--- src/rtl/load_store_unit_if.sv ---
// Signal bundle between the load/store unit, the core memory port and the
// word-wide data bus. The unit attaches through the slave modport. The
// environment (core plus bus responder) attaches through the master modport.
interface load_store_unit_if #(
    parameter int ADDR_WIDTH = 32
);
    logic                  req_valid;
    logic                  req_ready;
    logic                  req_write;
    logic [2:0]            req_funct3;
    logic [ADDR_WIDTH-1:0] req_addr;
    logic [31:0]           req_wdata;

    logic                  resp_valid;
    logic [31:0]           resp_rdata;
    logic                  resp_err;
    logic                  busy;

    logic                  bus_req;
    logic                  bus_we;
    logic [ADDR_WIDTH-1:0] bus_addr;
    logic [3:0]            bus_be;
    logic [31:0]           bus_wdata;
    logic                  bus_ack;
    logic [31:0]           bus_rdata;

    modport slave (
        input  req_valid, req_write, req_funct3, req_addr, req_wdata,
        input  bus_ack, bus_rdata,
        output req_ready, resp_valid, resp_rdata, resp_err, busy,
        output bus_req, bus_we, bus_addr, bus_be, bus_wdata
    );

    modport master (
        output req_valid, req_write, req_funct3, req_addr, req_wdata,
        output bus_ack, bus_rdata,
        input  req_ready, resp_valid, resp_rdata, resp_err, busy,
        input  bus_req, bus_we, bus_addr, bus_be, bus_wdata
    );
endinterface

--- src/rtl/load_store_unit.sv ---
// Load/store unit: turns one RV32I memory access into one or two word bus
// transactions, then returns extended load data with a one-cycle response.
//
// state | meaning
// ------+-----------------------------------------------------------------
// IDLE  | ready for a request; req_ready high, busy low
// ACC0  | first (or only) bus word, waiting for bus_ack
// ACC1  | second word of an access that crosses a word boundary
// RESP  | resp_valid pulse; busy still high, no new request taken
module load_store_unit #(
    parameter int ADDR_WIDTH       = 32,
    parameter bit ALLOW_MISALIGNED = 1'b1
) (
    input logic              clk,
    input logic              rst,
    load_store_unit_if.slave lsu
);

    typedef enum logic [1:0] {
        IDLE = 2'd0,
        ACC0 = 2'd1,
        ACC1 = 2'd2,
        RESP = 2'd3
    } state_t;

    function automatic logic [3:0] size_mask(input logic [1:0] sz);
        logic [3:0] m;
        case (sz)
            2'd0:    m = 4'b0001;
            2'd1:    m = 4'b0011;
            2'd2:    m = 4'b1111;
            default: m = 4'b0000;
        endcase
        return m;
    endfunction

    function automatic logic [2:0] size_bytes(input logic [1:0] sz);
        logic [2:0] n;
        case (sz)
            2'd0:    n = 3'd1;
            2'd1:    n = 3'd2;
            default: n = 3'd4;
        endcase
        return n;
    endfunction

    // Lanes of the first word: mask shifted up by the byte offset.
    function automatic logic [3:0] be_first(input logic [3:0] mask, input logic [1:0] off);
        logic [7:0] m;
        m = {4'b0000, mask} << off;
        return m[3:0];
    endfunction

    // Lanes of the second word: the bytes that spilled past lane 3.
    function automatic logic [3:0] be_second(input logic [3:0] mask, input logic [1:0] off);
        logic [2:0] sh;
        sh = 3'd4 - {1'b0, off};
        return mask >> sh;
    endfunction

    function automatic logic [31:0] wd_first(input logic [31:0] wd, input logic [1:0] off);
        logic [63:0] t;
        t = {32'h0, wd} << {off, 3'b000};
        return t[31:0];
    endfunction

    function automatic logic [31:0] wd_second(input logic [31:0] wd, input logic [1:0] off);
        logic [5:0] sh;
        sh = {3'd4 - {1'b0, off}, 3'b000};
        return wd >> sh;
    endfunction

    // pair = {hi word, lo word}; pick the addressed bytes, then extend.
    function automatic logic [31:0] load_extend(input logic [63:0] pair,
                                                input logic [1:0]  off,
                                                input logic [2:0]  f3);
        logic [63:0] t;
        logic [31:0] raw;
        logic [31:0] res;
        t   = pair >> {off, 3'b000};
        raw = t[31:0];
        case (f3[1:0])
            2'd0:    res = f3[2] ? {24'h0, raw[7:0]}   : {{24{raw[7]}}, raw[7:0]};
            2'd1:    res = f3[2] ? {16'h0, raw[15:0]} : {{16{raw[15]}}, raw[15:0]};
            default: res = raw;
        endcase
        return res;
    endfunction

    state_t                state_q, state_d;
    logic                  write_q, write_d;
    logic [2:0]            funct3_q, funct3_d;
    logic [1:0]            offset_q, offset_d;
    logic                  cross_q, cross_d;
    logic [31:0]           wdata_q, wdata_d;
    logic [31:0]           lo_q, lo_d;
    logic                  bus_req_q, bus_req_d;
    logic                  bus_we_q, bus_we_d;
    logic [ADDR_WIDTH-1:0] bus_addr_q, bus_addr_d;
    logic [3:0]            bus_be_q, bus_be_d;
    logic [31:0]           bus_wdata_q, bus_wdata_d;
    logic                  resp_valid_q, resp_valid_d;
    logic [31:0]           resp_rdata_q, resp_rdata_d;
    logic                  resp_err_q, resp_err_d;

    logic [3:0]            req_mask;
    logic [1:0]            req_off;
    logic                  req_cross;
    logic                  req_illegal;
    logic [3:0]            cur_mask;

    // Next-state and next-output logic; every bus/resp output is registered.
    always_comb begin
        state_d      = state_q;
        write_d      = write_q;
        funct3_d     = funct3_q;
        offset_d     = offset_q;
        cross_d      = cross_q;
        wdata_d      = wdata_q;
        lo_d         = lo_q;
        bus_req_d    = bus_req_q;
        bus_we_d     = bus_we_q;
        bus_addr_d   = bus_addr_q;
        bus_be_d     = bus_be_q;
        bus_wdata_d  = bus_wdata_q;
        resp_rdata_d = resp_rdata_q;
        resp_err_d   = resp_err_q;

        req_mask    = size_mask(lsu.req_funct3[1:0]);
        req_off     = lsu.req_addr[1:0];
        req_cross   = ({1'b0, req_off} + size_bytes(lsu.req_funct3[1:0])) > 3'd4;
        req_illegal = (lsu.req_funct3[1:0] == 2'b11);
        cur_mask    = size_mask(funct3_q[1:0]);

        case (state_q)
            IDLE: begin
                if (lsu.req_valid) begin
                    write_d  = lsu.req_write;
                    funct3_d = lsu.req_funct3;
                    offset_d = req_off;
                    cross_d  = req_cross;
                    wdata_d  = lsu.req_wdata;
                    lo_d     = 32'h0;
                    if (req_illegal || (req_cross && !ALLOW_MISALIGNED)) begin
                        state_d      = RESP;
                        resp_err_d   = 1'b1;
                        resp_rdata_d = 32'h0;
                    end else begin
                        state_d     = ACC0;
                        bus_req_d   = 1'b1;
                        bus_we_d    = lsu.req_write;
                        bus_addr_d  = {lsu.req_addr[ADDR_WIDTH-1:2], 2'b00};
                        bus_be_d    = be_first(req_mask, req_off);
                        bus_wdata_d = wd_first(lsu.req_wdata, req_off);
                    end
                end
            end
            ACC0: begin
                if (lsu.bus_ack) begin
                    lo_d = lsu.bus_rdata;
                    if (cross_q) begin
                        state_d     = ACC1;
                        bus_addr_d  = bus_addr_q + ADDR_WIDTH'(4);
                        bus_be_d    = be_second(cur_mask, offset_q);
                        bus_wdata_d = wd_second(wdata_q, offset_q);
                    end else begin
                        state_d      = RESP;
                        bus_req_d    = 1'b0;
                        resp_err_d   = 1'b0;
                        resp_rdata_d = write_q ? 32'h0
                                     : load_extend({32'h0, lsu.bus_rdata}, offset_q, funct3_q);
                    end
                end
            end
            ACC1: begin
                if (lsu.bus_ack) begin
                    state_d      = RESP;
                    bus_req_d    = 1'b0;
                    resp_err_d   = 1'b0;
                    resp_rdata_d = write_q ? 32'h0
                                 : load_extend({lsu.bus_rdata, lo_q}, offset_q, funct3_q);
                end
            end
            RESP: begin
                state_d = IDLE;
            end
            default: begin
                state_d = IDLE;
            end
        endcase

        resp_valid_d = (state_d == RESP);
    end

    // State and output registers with synchronous reset.
    always_ff @(posedge clk) begin
        if (rst) begin
            state_q      <= IDLE;
            write_q      <= 1'b0;
            funct3_q     <= 3'd0;
            offset_q     <= 2'd0;
            cross_q      <= 1'b0;
            wdata_q      <= 32'h0;
            lo_q         <= 32'h0;
            bus_req_q    <= 1'b0;
            bus_we_q     <= 1'b0;
            bus_addr_q   <= '0;
            bus_be_q     <= 4'h0;
            bus_wdata_q  <= 32'h0;
            resp_valid_q <= 1'b0;
            resp_rdata_q <= 32'h0;
            resp_err_q   <= 1'b0;
        end else begin
            state_q      <= state_d;
            write_q      <= write_d;
            funct3_q     <= funct3_d;
            offset_q     <= offset_d;
            cross_q      <= cross_d;
            wdata_q      <= wdata_d;
            lo_q         <= lo_d;
            bus_req_q    <= bus_req_d;
            bus_we_q     <= bus_we_d;
            bus_addr_q   <= bus_addr_d;
            bus_be_q     <= bus_be_d;
            bus_wdata_q  <= bus_wdata_d;
            resp_valid_q <= resp_valid_d;
            resp_rdata_q <= resp_rdata_d;
            resp_err_q   <= resp_err_d;
        end
    end

    assign lsu.req_ready  = (state_q == IDLE);
    assign lsu.busy       = (state_q != IDLE);
    assign lsu.resp_valid = resp_valid_q;
    assign lsu.resp_rdata = resp_rdata_q;
    assign lsu.resp_err   = resp_err_q;
    assign lsu.bus_req    = bus_req_q;
    assign lsu.bus_we     = bus_we_q;
    assign lsu.bus_addr   = bus_addr_q;
    assign lsu.bus_be     = bus_be_q;
    assign lsu.bus_wdata  = bus_wdata_q;

endmodule

--- src/flat_wrapper.sv ---
// flat-port wrapper written by rule: the top's interface ports become plain ports
module load_store_unit_flat 
#(
    parameter int ADDR_WIDTH       = 32,
    parameter bit ALLOW_MISALIGNED = 1'b1
)
  (clk, rst, lsu_req_valid, lsu_req_write, lsu_req_funct3, lsu_req_addr, lsu_req_wdata, lsu_bus_ack, lsu_bus_rdata, lsu_req_ready, lsu_resp_valid, lsu_resp_rdata, lsu_resp_err, lsu_busy, lsu_bus_req, lsu_bus_we, lsu_bus_addr, lsu_bus_be, lsu_bus_wdata);
  load_store_unit_if #(.ADDR_WIDTH(ADDR_WIDTH)) lsu_i ();
  input logic clk;
  input logic rst;
  input wire logic [$bits(lsu_i.req_valid)-1:0] lsu_req_valid;
  input wire logic [$bits(lsu_i.req_write)-1:0] lsu_req_write;
  input wire logic [$bits(lsu_i.req_funct3)-1:0] lsu_req_funct3;
  input wire logic [$bits(lsu_i.req_addr)-1:0] lsu_req_addr;
  input wire logic [$bits(lsu_i.req_wdata)-1:0] lsu_req_wdata;
  input wire logic [$bits(lsu_i.bus_ack)-1:0] lsu_bus_ack;
  input wire logic [$bits(lsu_i.bus_rdata)-1:0] lsu_bus_rdata;
  output wire logic [$bits(lsu_i.req_ready)-1:0] lsu_req_ready;
  output wire logic [$bits(lsu_i.resp_valid)-1:0] lsu_resp_valid;
  output wire logic [$bits(lsu_i.resp_rdata)-1:0] lsu_resp_rdata;
  output wire logic [$bits(lsu_i.resp_err)-1:0] lsu_resp_err;
  output wire logic [$bits(lsu_i.busy)-1:0] lsu_busy;
  output wire logic [$bits(lsu_i.bus_req)-1:0] lsu_bus_req;
  output wire logic [$bits(lsu_i.bus_we)-1:0] lsu_bus_we;
  output wire logic [$bits(lsu_i.bus_addr)-1:0] lsu_bus_addr;
  output wire logic [$bits(lsu_i.bus_be)-1:0] lsu_bus_be;
  output wire logic [$bits(lsu_i.bus_wdata)-1:0] lsu_bus_wdata;
  assign lsu_i.req_valid = lsu_req_valid;
  assign lsu_i.req_write = lsu_req_write;
  assign lsu_i.req_funct3 = lsu_req_funct3;
  assign lsu_i.req_addr = lsu_req_addr;
  assign lsu_i.req_wdata = lsu_req_wdata;
  assign lsu_i.bus_ack = lsu_bus_ack;
  assign lsu_i.bus_rdata = lsu_bus_rdata;
  assign lsu_req_ready = lsu_i.req_ready;
  assign lsu_resp_valid = lsu_i.resp_valid;
  assign lsu_resp_rdata = lsu_i.resp_rdata;
  assign lsu_resp_err = lsu_i.resp_err;
  assign lsu_busy = lsu_i.busy;
  assign lsu_bus_req = lsu_i.bus_req;
  assign lsu_bus_we = lsu_i.bus_we;
  assign lsu_bus_addr = lsu_i.bus_addr;
  assign lsu_bus_be = lsu_i.bus_be;
  assign lsu_bus_wdata = lsu_i.bus_wdata;
  load_store_unit #(.ADDR_WIDTH(ADDR_WIDTH), .ALLOW_MISALIGNED(ALLOW_MISALIGNED)) u_core (.clk(clk), .rst(rst), .lsu(lsu_i));
endmodule
--- config.mk ---
export PLATFORM = sky130hd
export DESIGN_NAME = load_store_unit_flat
export DESIGN_NICKNAME = d
export VERILOG_FILES = /design/src/rtl/load_store_unit_if.sv /design/src/rtl/load_store_unit.sv /design/src/flat_wrapper.sv
export SDC_FILE = /design/constraint.sdc
export NUM_CORES = 1
export LEC_CHECK = 0
export ABC_AREA = 1
export ABC_CLOCK_PERIOD_IN_PS = 2300
export CORE_MARGIN = 2
export CORE_UTILIZATION = 45
export DETAILED_ROUTE_END_ITERATION = 12
export DONT_BUFFER_PORTS = 1
export PLACE_DENSITY = 0.72
export SETUP_SLACK_MARGIN = 0.1
export SYNTH_ARGS = -nofsm -noshare
export SYNTH_HDL_FRONTEND = slang
export SYNTH_SLANG_ARGS = --single-unit
--- constraint.sdc ---
create_clock -name clk -period 2.3 [get_ports clk]
set_input_delay 0.345 -clock clk [delete_from_list [all_inputs] [get_ports clk]]
set_output_delay 0.345 -clock clk [all_outputs]
set_load 0.1 [all_outputs]
; ---- Yosys cells after proc, flatten, opt, wreduce, memory -nomap -nowiden
; Index checks and enable logic that the tools add are counted.
; Widths: inputs -> output; s select.
[word_totals]
ff_bits = 177
output_inout_bits = 106
wordCells = 104
[classes]
addsub = 3
magnitude_cmp = 1
eq_ne = 16
shift = 6
muxes = 50
bitwise_logic = 1
reduce_logical = 12
[ops]
columns = operator, count
row1 = $mux 32, 21
row2 = $pmux 32 s2, 5
row3 = $pmux 32 s3, 1
row4 = $shr 64x5->32, 1
row5 = $add 32x3->32 const B, 1
row6 = $shl 32x5->32, 1
row7 = $shr 32x5->32, 1
row8 = $shr 32x6->32, 1
row9 = $pmux 4 s3, 2
row10 = $mux 4, 4
row11 = $eq 2x2->1 const B, 6
row12 = $reduce_and 6->1, 2
row13 = $ne 2x2->1 const B, 5
row14 = $mux 1, 8
row15 = $mux 2, 4
row16 = $pmux 2 s4, 1
row17 = $pmux 4 s2, 1
row18 = $eq 2x1->1 const B, 3
row19 = $logic_not 2->1, 3
row20 = $pmux 1 s3, 2
row21 = $pmux 3 s2, 1
row22 = $reduce_and 3->1, 2
row23 = $reduce_and 5->1, 1
row24 = $ne 2x1->1 const B, 2
row25 = 9 further kinds, 10

; ---- Logic depth before layout (Yosys ltp)
; Gate-level depths: netlist of the first run.
[logic_depth]
depth_word = 7
ltp_mapped = 14
mapped_depth_nobuf = 12

; ---- Least setup slack after synthesis of the first run
; Ideal clock, no wire load.
[synth_path]
path_kind = reg-to-reg
startpoint = register u_core.state_q[1]
endpoint = register u_core.resp_rdata_q[0], in the netlist u_core.lsu.resp_rdata[0]
setup_time_ns = 0.070
arrival_ns = 3.034
t_required_ns = 2.230
path_slack_ns = -0.804
path_stages_with_launch = 10
period_less_slack_ns = 3.104
cell_sequence = dfxtp_1 inv_1 ha_1 inv_1 nor2_1 nor2_2 nand2_2 clkbuf_1 nand2_1 a21oi_1
[synth_between]
elab_chain_cells = 3
[synth_rtl]
columns = item, line_no
row1 = from (decl), load_store_unit.sv:90  ; state_t state_q, state_d;
row2 = from (signal assigned), load_store_unit.sv:214  ; state_q <= state_d;
row3 = $logic_not 2->1 (*), n/a
row4 = via lsu_req_ready, flat_wrapper.sv:18  ; output wire logic [$bits(lsu_i.req_ready)-1:0] lsu_req_ready;
row5 = "$ne 2x1->1 (no line), or another cell as far along", n/a
row6 = $reduce_and 6->1 (no line), n/a
row7 = to (signal assigned), load_store_unit.sv:227  ; resp_rdata_q <= resp_rdata_d;
row8 = to (decl), load_store_unit.sv:103  ; logic [31:0] resp_rdata_q, resp_rdata_d;
; The timed path passes the listed nets; every way through them passes the cells marked *.
; A chain may end at the register's enable or synchronous reset.

; ---- Worst setup path in the final report of the first run
[layout_path]
startpoint = register u_core.funct3_q[0]
endpoint = register u_core.resp_rdata_q[31], in the netlist u_core.lsu.resp_rdata[31]
[layout_between]
elab_chain_cells = 6
[layout_rtl]
columns = item, line_no
row1 = from (decl), load_store_unit.sv:92  ; logic [2:0] funct3_q, funct3_d;
row2 = from (signal assigned), load_store_unit.sv:216  ; funct3_q <= funct3_d;
row3 = $eq 2x1->1 / $logic_not 2->1 (equally long branches), load_store_unit.sv:82  ; case (f3[1:0])
row4 = $pmux 32 s2, load_store_unit.sv:82
row5 = $mux 32, load_store_unit.sv:170  ; resp_rdata_d = write_q ? 32'h0
row6 = $mux 32, load_store_unit.sv:161  ; if (cross_q) begin
row7 = $mux 32, load_store_unit.sv:159  ; if (lsu.bus_ack) begin
row8 = $pmux 32 s3 (*), load_store_unit.sv:135  ; case (state_q)
; Every way passes the cells marked *; elsewhere a longest branch is shown, timed or not. The select of a mux whose other input is x is not followed.

==> results of run 1 <==
repair_timing:
item / in CTS / in global routing
gates resized for setup: 0 / 7
hold buffers: 2 / 0
setup endpoints to repair: 0 / 65
endpoints found under the hold margin: 75 / 0
through the flow:
step	cells	power, W	utilization	area (µm²)	hold slack, ps
6_report	2043	0.02020	0.5245	12200	43.69
5_1_grt	2043	0.02126	0.5245	12200	51.15
4_1_cts	2043	0.02008	0.5237	12180	32.22
3_5_place_dp	2009	0.01711	0.4973	11570	443.6
3_3_place_gp	2009	0.01697	0.4973	11570	438.4
2_1_floorplan	1674	0.01434	-	10610	429.7
cell usage after synthesis, types with 6 or more instances:
library cell / n / area (µm²)
nand2_1: 461 / 1730
a21oi_1: 194 / 970.9
o21ai_0: 190 / 950.9
dfxtp_1: 175 / 3503
nand3_1: 158 / 790.8
nor2_1: 109 / 409.1
inv_1: 103 / 386.6
clkbuf_1: 70 / 262.8
buf_2: 39 / 195.2
o211ai_1: 26 / 195.2
a41oi_1: 21 / 183.9
ha_1: 15 / 187.7
a211oi_1: 11 / 82.58
o31ai_1: 10 / 75.07
buf_1: 9 / 33.78
buf_4: 9 / 67.56
nand3b_1: 6 / 45.04
nor3_1: 6 / 30.03
o21ai_1: 6 / 30.03
metal layers:
layer  vias to the layer above  wire, µm  share of wire
met4                         0      1639          0.045
met2                       608     16310           0.45
met1                      5336     14900           0.41
met5                         -         0              0
met3                       100      3531          0.097
li1                       5692         -              -
power groups by stage:
stage	combinational, W	sequential, W	clock, W
after global routing	0.0134	0.00474	0.00309
after floorplan	0.00498	0.00936	0
final	0.0127	0.00462	0.00292
after CTS	0.0125	0.00462	0.00296
after global placement	0.0123	0.00465	0
after detailed placement	0.0124	0.00467	0
worst reg2reg max path, stage by stage (launching register included):
cell and delay, ps:
dfxtp_1 330, inv_1 100, ha_1 230, nor2_2 80, inv_1 310, nand3_2 410, nand3_1 180, nand2_1 130
nand2_1 90, a21oi_1 50
kinds of logic (layout without fill, tap and decap cells):
| logic type | Yosys count | in the layout | share of synthesized area |
|---|---|---|---|
| fa+ha+maj | 16 | 16 | 0.01970 |
| flops | 175 | 175 | 0.3322 |
| simple gates | 763 | 763 | 0.3014 |
| xor+xnor | 3 | 3 | 0.002492 |
| buf+inv | 234 | 284 | 0.09112 |
| compound gates | 481 | 481 | 0.2527 |
| other cells | 1 | 2 | 0.0003556 |
sequential cells by signal, summed over array words and instances, names as in the netlist, 2 cells and up:
name and flops:
u_core.lo_q 32, u_core.lsu.bus_wdata 32, u_core.lsu.resp_rdata 32, u_core.wdata_q 32, u_core.lsu.bus_addr 30, u_core.lsu.bus_be 4
u_core.funct3_q 3, u_core.offset_q 2, u_core.state_q 2
cell type report:
| class | count | area share |
|---|---|---|
| multi-input combinational | 1265 | 0.5018 |
| inverter | 107 | 0.03343 |
| timing repair buffer | 145 | 0.09712 |
| clock buffer | 17 | 0.03487 |
| clock inverter | 15 | 0.01231 |
| sequential | 175 | 0.2878 |
| tap | 319 | 0.03271 |
worst max path at each step:
stage | startpoint | endpoint | depth (start not counted)
floorplan | u_core.state_q[1] | u_core.lsu.resp_err | 10
global placement | u_core.state_q[0] | u_core.lsu.resp_rdata[2] | 11
detailed placement | u_core.state_q[1] | u_core.lsu.bus_wdata[19] | 10
CTS | u_core.state_q[1] | u_core.lsu.bus_wdata[19] | 10
global route | u_core.state_q[0] | u_core.lsu.resp_rdata[1] | 11
finish | u_core.funct3_q[0] | u_core.lsu.resp_rdata[31] | 9
==> summary.txt, run 1 <==
Power and ir drop
  – Sw Ratio: 0.5843
  – Sequential Power Share: 0.229
  – Leak: 4.962 nW
  – Max VDD drop: 0.9983 mV
  – Part of the power in combinational logic: 0.626
  – Int Pwr: 0.008395 W
  – Clock power frac: 0.145
  – PwrDens: 1655 nW/µm²
  – Switch Pwr: 0.01180 W

Floorplanning
  – DIE HEIGHT: 157.1 µm
  – Initial Util: 0.4533
  – Num rows: 56
  – Die Width: 157.1 µm
  – Std-Cell Core Area: 23260 µm²
  – Die ar.: 24670 µm²
  – I/O Pins: 210

Finish
  – # diodes: 0
  – Fill cell count: 2371
  – Multi-input logic area: 6122 µm²
  – Most frequent cells in the layout: 461 x nand2_1, 194 x a21oi_1, 181 x o21ai_0
  – Area Growth Syn to Fin: 15.70%
  – Reg area: 3511 µm²
  – Share of cells above drive strength 1: 0.1201
  – Nets: 1831
  – Commonest non-fill, non-tap cell in the layout: nand2_1

GRT
  – Met1 Resource Use GR: 0.3749
  – Global-route wire length before repair: 56730 µm
  – Vias in the first global route: 10710
  – Initial antenna violation count: 0
  – Busiest layer in global routing: met2
  – Met3 global-route usage: 0.06856
  – M2 GR Usage: 0.4534
  – Overall routing resource usage: 0.2894
  – Largest net degree at the start of global routing: 91
  – GR Overflow Total: 0

Setup path
  – CP required: 2620 ps
  – Delay-heaviest family, CP: simple AND/OR/NAND/NOR gates
  – Critical path fanouts, max: 16
  – Worst Reg-to-Reg Cells: 9
  – Crit-path slowest cell: nand3_2
  – RR Startpoint: u_core.funct3_q[0]
  – Critical path cell sequence: inv_1 > ha_1 > nor2_2 > inv_1 > nand3_2 > nand3_1 > nand2_1 > nand2_1 > a21oi_1
  – CP arrival: 2370 ps
  – Crit path capture type: flip-flop
  – RR Endpoint: u_core.lsu.resp_rdata[31]
  – Critical path's largest stage delay: 400 ps
  – Buf+Inv Stages, Crit Path: 2
  – R2R Setup Slk: 260 ps
  – Critical path class: flip-flop to flip-flop
  – Worst setup SP type: flip-flop

STA
  – Final worst-path cycle share: 0.8891
  – Worst-margin pin slew: 700.0 ps
  – Post-layout min period: 2045 ps
  – Hold Vio Cnt, Final: 0
  – RSZ-0062 raised after global routing: no
  – Slew Limit Headroom: 0.5333
  – Worst Skew: 12.84 ps
  – PnR worst setup slack: 255.2 ps
  – Slew Viols, Final: 0
  – Final setup violation count: 0
  – Fmax: 489.0 MHz
  – Fin Setup TNS: 0 ps

Drt
  – Antenna Nets Post-Route: 0
  – Initial drt markers: 1218
  – Router iterations before antenna repair: 6
  – Routed length per instance: 17.81 µm
  – WL final: 36380 µm
  – Via density: 5.744
  – Residual DRC: 0
  – Routed vias: 11740

CTS
  – Clock Sinks: 175
  – H-tree lvl count: 4
  – Clk buf depth: 2
  – CTS Buf Count: 17
  – CTS tree: yes
  – CTS root buf: clkbuf_16
  – Clock-pin slew on the worst setup and hold paths: 70 ps
  – Clk Latency, worst-skew pair: 450 ps
  – Setup Fix Bufs, Post-CTS: 0

Hold path
  – Hold EP: u_core.wdata_q[14]
  – Hold crit path type: input pin to flip-flop
  – Worst Hold Depth: 2
  – Hold Crit Start: lsu_req_wdata[14]

Outcome
  – Status: finished clean

Yosys
  – Syn avg cell area: 6.303 µm²
  – Synthesized area: 10550 µm²
  – Yosys cell types: 40
  – Sequential share of the synthesized area: 0.3322
  – Number of flops mapped to enable cells by yosys: 0
  – Top_reg_cell synth: dfxtp_1
  – Async set-reset flop share out of synthesis: 0
  – Seq cells post-synth: 175
  – YS warnings: 0
  – Mapped Cells: 1673

Placement
  – Routability cong.: 0.9242
  – Place WS: 176.4 ps
  – Port Buf Inserts: 0
  – HPWL Detailed: 25480 µm

Flow run
  – Max Cap Viol: 0
(Power assumes the default switching activity.)
==> run 2, diff against run 1 <==
--- a/config.mk
+++ b/config.mk
@@ -11,7 +11,6 @@
 export CORE_UTILIZATION = 45
 export DETAILED_ROUTE_END_ITERATION = 12
 export DONT_BUFFER_PORTS = 1
-export PLACE_DENSITY = 0.72
 export SETUP_SLACK_MARGIN = 0.1
 export SYNTH_ARGS = -nofsm -noshare
 export SYNTH_HDL_FRONTEND = slang
==> summary.txt, run 2 (same netlist as run 1, synthesis figures left out) <==
Floorplanning
  – Die Width: 157.1 µm
  – DIE HEIGHT: 157.1 µm
  – Die ar.: 24670 µm²
  – Std-Cell Core Area: 23260 µm²
  – Initial Util: 0.4533
  – Num rows: 56
  – I/O Pins: 210

Drt
  – Router iterations before antenna repair: 6
  – Antenna Nets Post-Route: 0
  – WL final: 36870 µm
  – Routed vias: 11510
  – Residual DRC: 0
  – Via density: 5.621
  – Initial drt markers: 1176
  – Routed length per instance: 18.00 µm

Hold path
  – Hold crit path type: input pin to flip-flop

CTS
  – CTS root buf: clkbuf_16
  – Clk buf depth: 2
  – CTS tree: yes
  – CTS Buf Count: 17
  – Clk Latency, worst-skew pair: 450 ps
  – Clock Sinks: 175
  – Clock-pin slew on the worst setup and hold paths: 90 ps
  – H-tree lvl count: 4

STA
  – Worst-margin pin slew: 765.9 ps
  – Worst Skew: 20.12 ps
  – Post-layout min period: 2014 ps
  – Slew Viols, Final: 0
  – RSZ-0062 raised after global routing: no
  – Final worst-path cycle share: 0.8758
  – Slew Limit Headroom: 0.4894
  – Hold Vio Cnt, Final: 0
  – PnR worst setup slack: 285.6 ps
  – Fin Setup TNS: 0 ps
  – Final setup violation count: 0
  – Fmax: 496.4 MHz

GRT
  – Vias in the first global route: 10760
  – Overall routing resource usage: 0.2963
  – Largest net degree at the start of global routing: 87
  – GR Overflow Total: 0
  – Initial antenna violation count: 1
  – Global-route wire length before repair: 57710 µm

Setup path
  – Worst setup SP type: flip-flop
  – Critical path class: flip-flop to flip-flop
  – Critical path fanouts, max: 86
  – CP required: 2670 ps
  – CP arrival: 2390 ps
  – Crit path capture type: flip-flop

Finish
  – Area Growth Syn to Fin: 16.30%
  – Share of cells above drive strength 1: 0.1215
  – Nets: 1835
  – Fill cell count: 2401
  – Fin util: 0.5272
  – Most frequent cells in the layout: 461 x nand2_1, 194 x a21oi_1, 181 x o21ai_0
  – Commonest non-fill, non-tap cell in the layout: nand2_1

Power and ir drop
  – Int Pwr: 0.008380 W
  – Leak: 4.984 nW
  – Sw Ratio: 0.5867
  – Part of the power in combinational logic: 0.626
  – PwrDens: 1653 nW/µm²
  – Sequential Power Share: 0.228
  – Max VDD drop: 1.338 mV
  – Clock power frac: 0.146
  – Switch Pwr: 0.01189 W

Placement
  – Place WS: 216.6 ps
  – HPWL Detailed: 26220 µm
  – Routability cong.: 0.9527
  – Port Buf Inserts: 0

Flow run
  – Max Cap Viol: 0

Outcome
  – Status: finished clean
[run 2: cell types whose count changed in the layout (fill, tap and decap cells not counted), sizes merged]
| cell | before | now |
|---|---|---|
| clkinvlp | 3 | 1 |
| buf | 144 | 148 |
| inv | 114 | 113 |
| bufinv | 1 | 0 |
| clkinv | 4 | 7 |
| clkbuf | 17 | 18 |
| diode | 0 | 1 |
[run 2: power by group through the flow]
| stage | combinational, W | sequential (W) | clock [W] |
|---|---|---|---|
| 5_1_grt | 0.0136 | 0.00473 | 0.00311 |
| 4_1_cts | 0.0126 | 0.00461 | 0.00300 |
| 3_5_place_dp | 0.0125 | 0.00467 | 0 |
| 3_3_place_gp | 0.0125 | 0.00466 | 0 |
| 2_1_floorplan | 0.00498 | 0.00936 | 0 |
| 6_report | 0.0127 | 0.00462 | 0.00296 |
[run 2: layout make-up]
cell class	count	area, µm²	share of cell area
Clock buffer	18	429.2	0.03499
Tap cell	319	399.1	0.03254
Inverter	107	410.4	0.03346
Antenna cell	1	2.502	0.0002040
Timing Repair Buffer	149	1220	0.09947
Sequential cell	175	3511	0.2863
Multi-Input combinational cell	1265	6122	0.4992
Clock inverter	14	170.2	0.01387
[run 2: what timing repair did]
| action | 4_1_cts | 5_1_grt |
|---|---|---|
| hold endpoints to repair | 77 | 0 |
| setup endpoints to repair | 0 | 21 |
| hold buffers | 2 | 0 |
| buffers inserted | 0 | 0 |
| resized for setup | 0 | 7 |
[run 2: layer usage]
layer	vias up	track usage	share of wire
met3	111	0.07517	0.081
met4	0	0.1680	0.056
li1	5720	-	-
met1	5235	0.3573	0.40
met5	-	0	0
met2	446	0.4810	0.46
[run 2: final timing paths]
| kind | startpoint | to | slack, ps | depth (start not counted) |
|---|---|---|---|---|
| min reg2reg | u_core.wdata_q[3] | u_core.wdata_q[3] | 450 | 2 |
| max | u_core.offset_q[0] | u_core.lsu.resp_rdata[14] | 290 | 10 |
| max reg2reg | u_core.offset_q[0] | u_core.lsu.resp_rdata[14] | 290 | 10 |
| min | lsu_req_wdata[8] | u_core.wdata_q[8] | 40 | 2 |
[run 2: per-stage QoR]
| step | hold slack (ps) | instance area, µm² | cells | total power, W |
|---|---|---|---|---|
| floorplan | 429.7 | 10610 | 1674 | 0.01434 |
| global placement | 420.6 | 11610 | 2013 | 0.01714 |
| detailed placement | 420.9 | 11610 | 2013 | 0.01720 |
| CTS | 30.70 | 12250 | 2047 | 0.02021 |
| global route | 39.24 | 12260 | 2048 | 0.02139 |
| finish | 42.09 | 12260 | 2048 | 0.02027 |
[run 2: critical path, stage by stage, from the launching register on]
cell,delay (ps)
dfxtp_4,350
buf_4,600
nand2_1,100
a21boi_0,170
nand2_1,90
nand3_1,60
nand2_1,70
nand2_1,40
nand2_1,190
nand2_1,100
a21oi_1,150
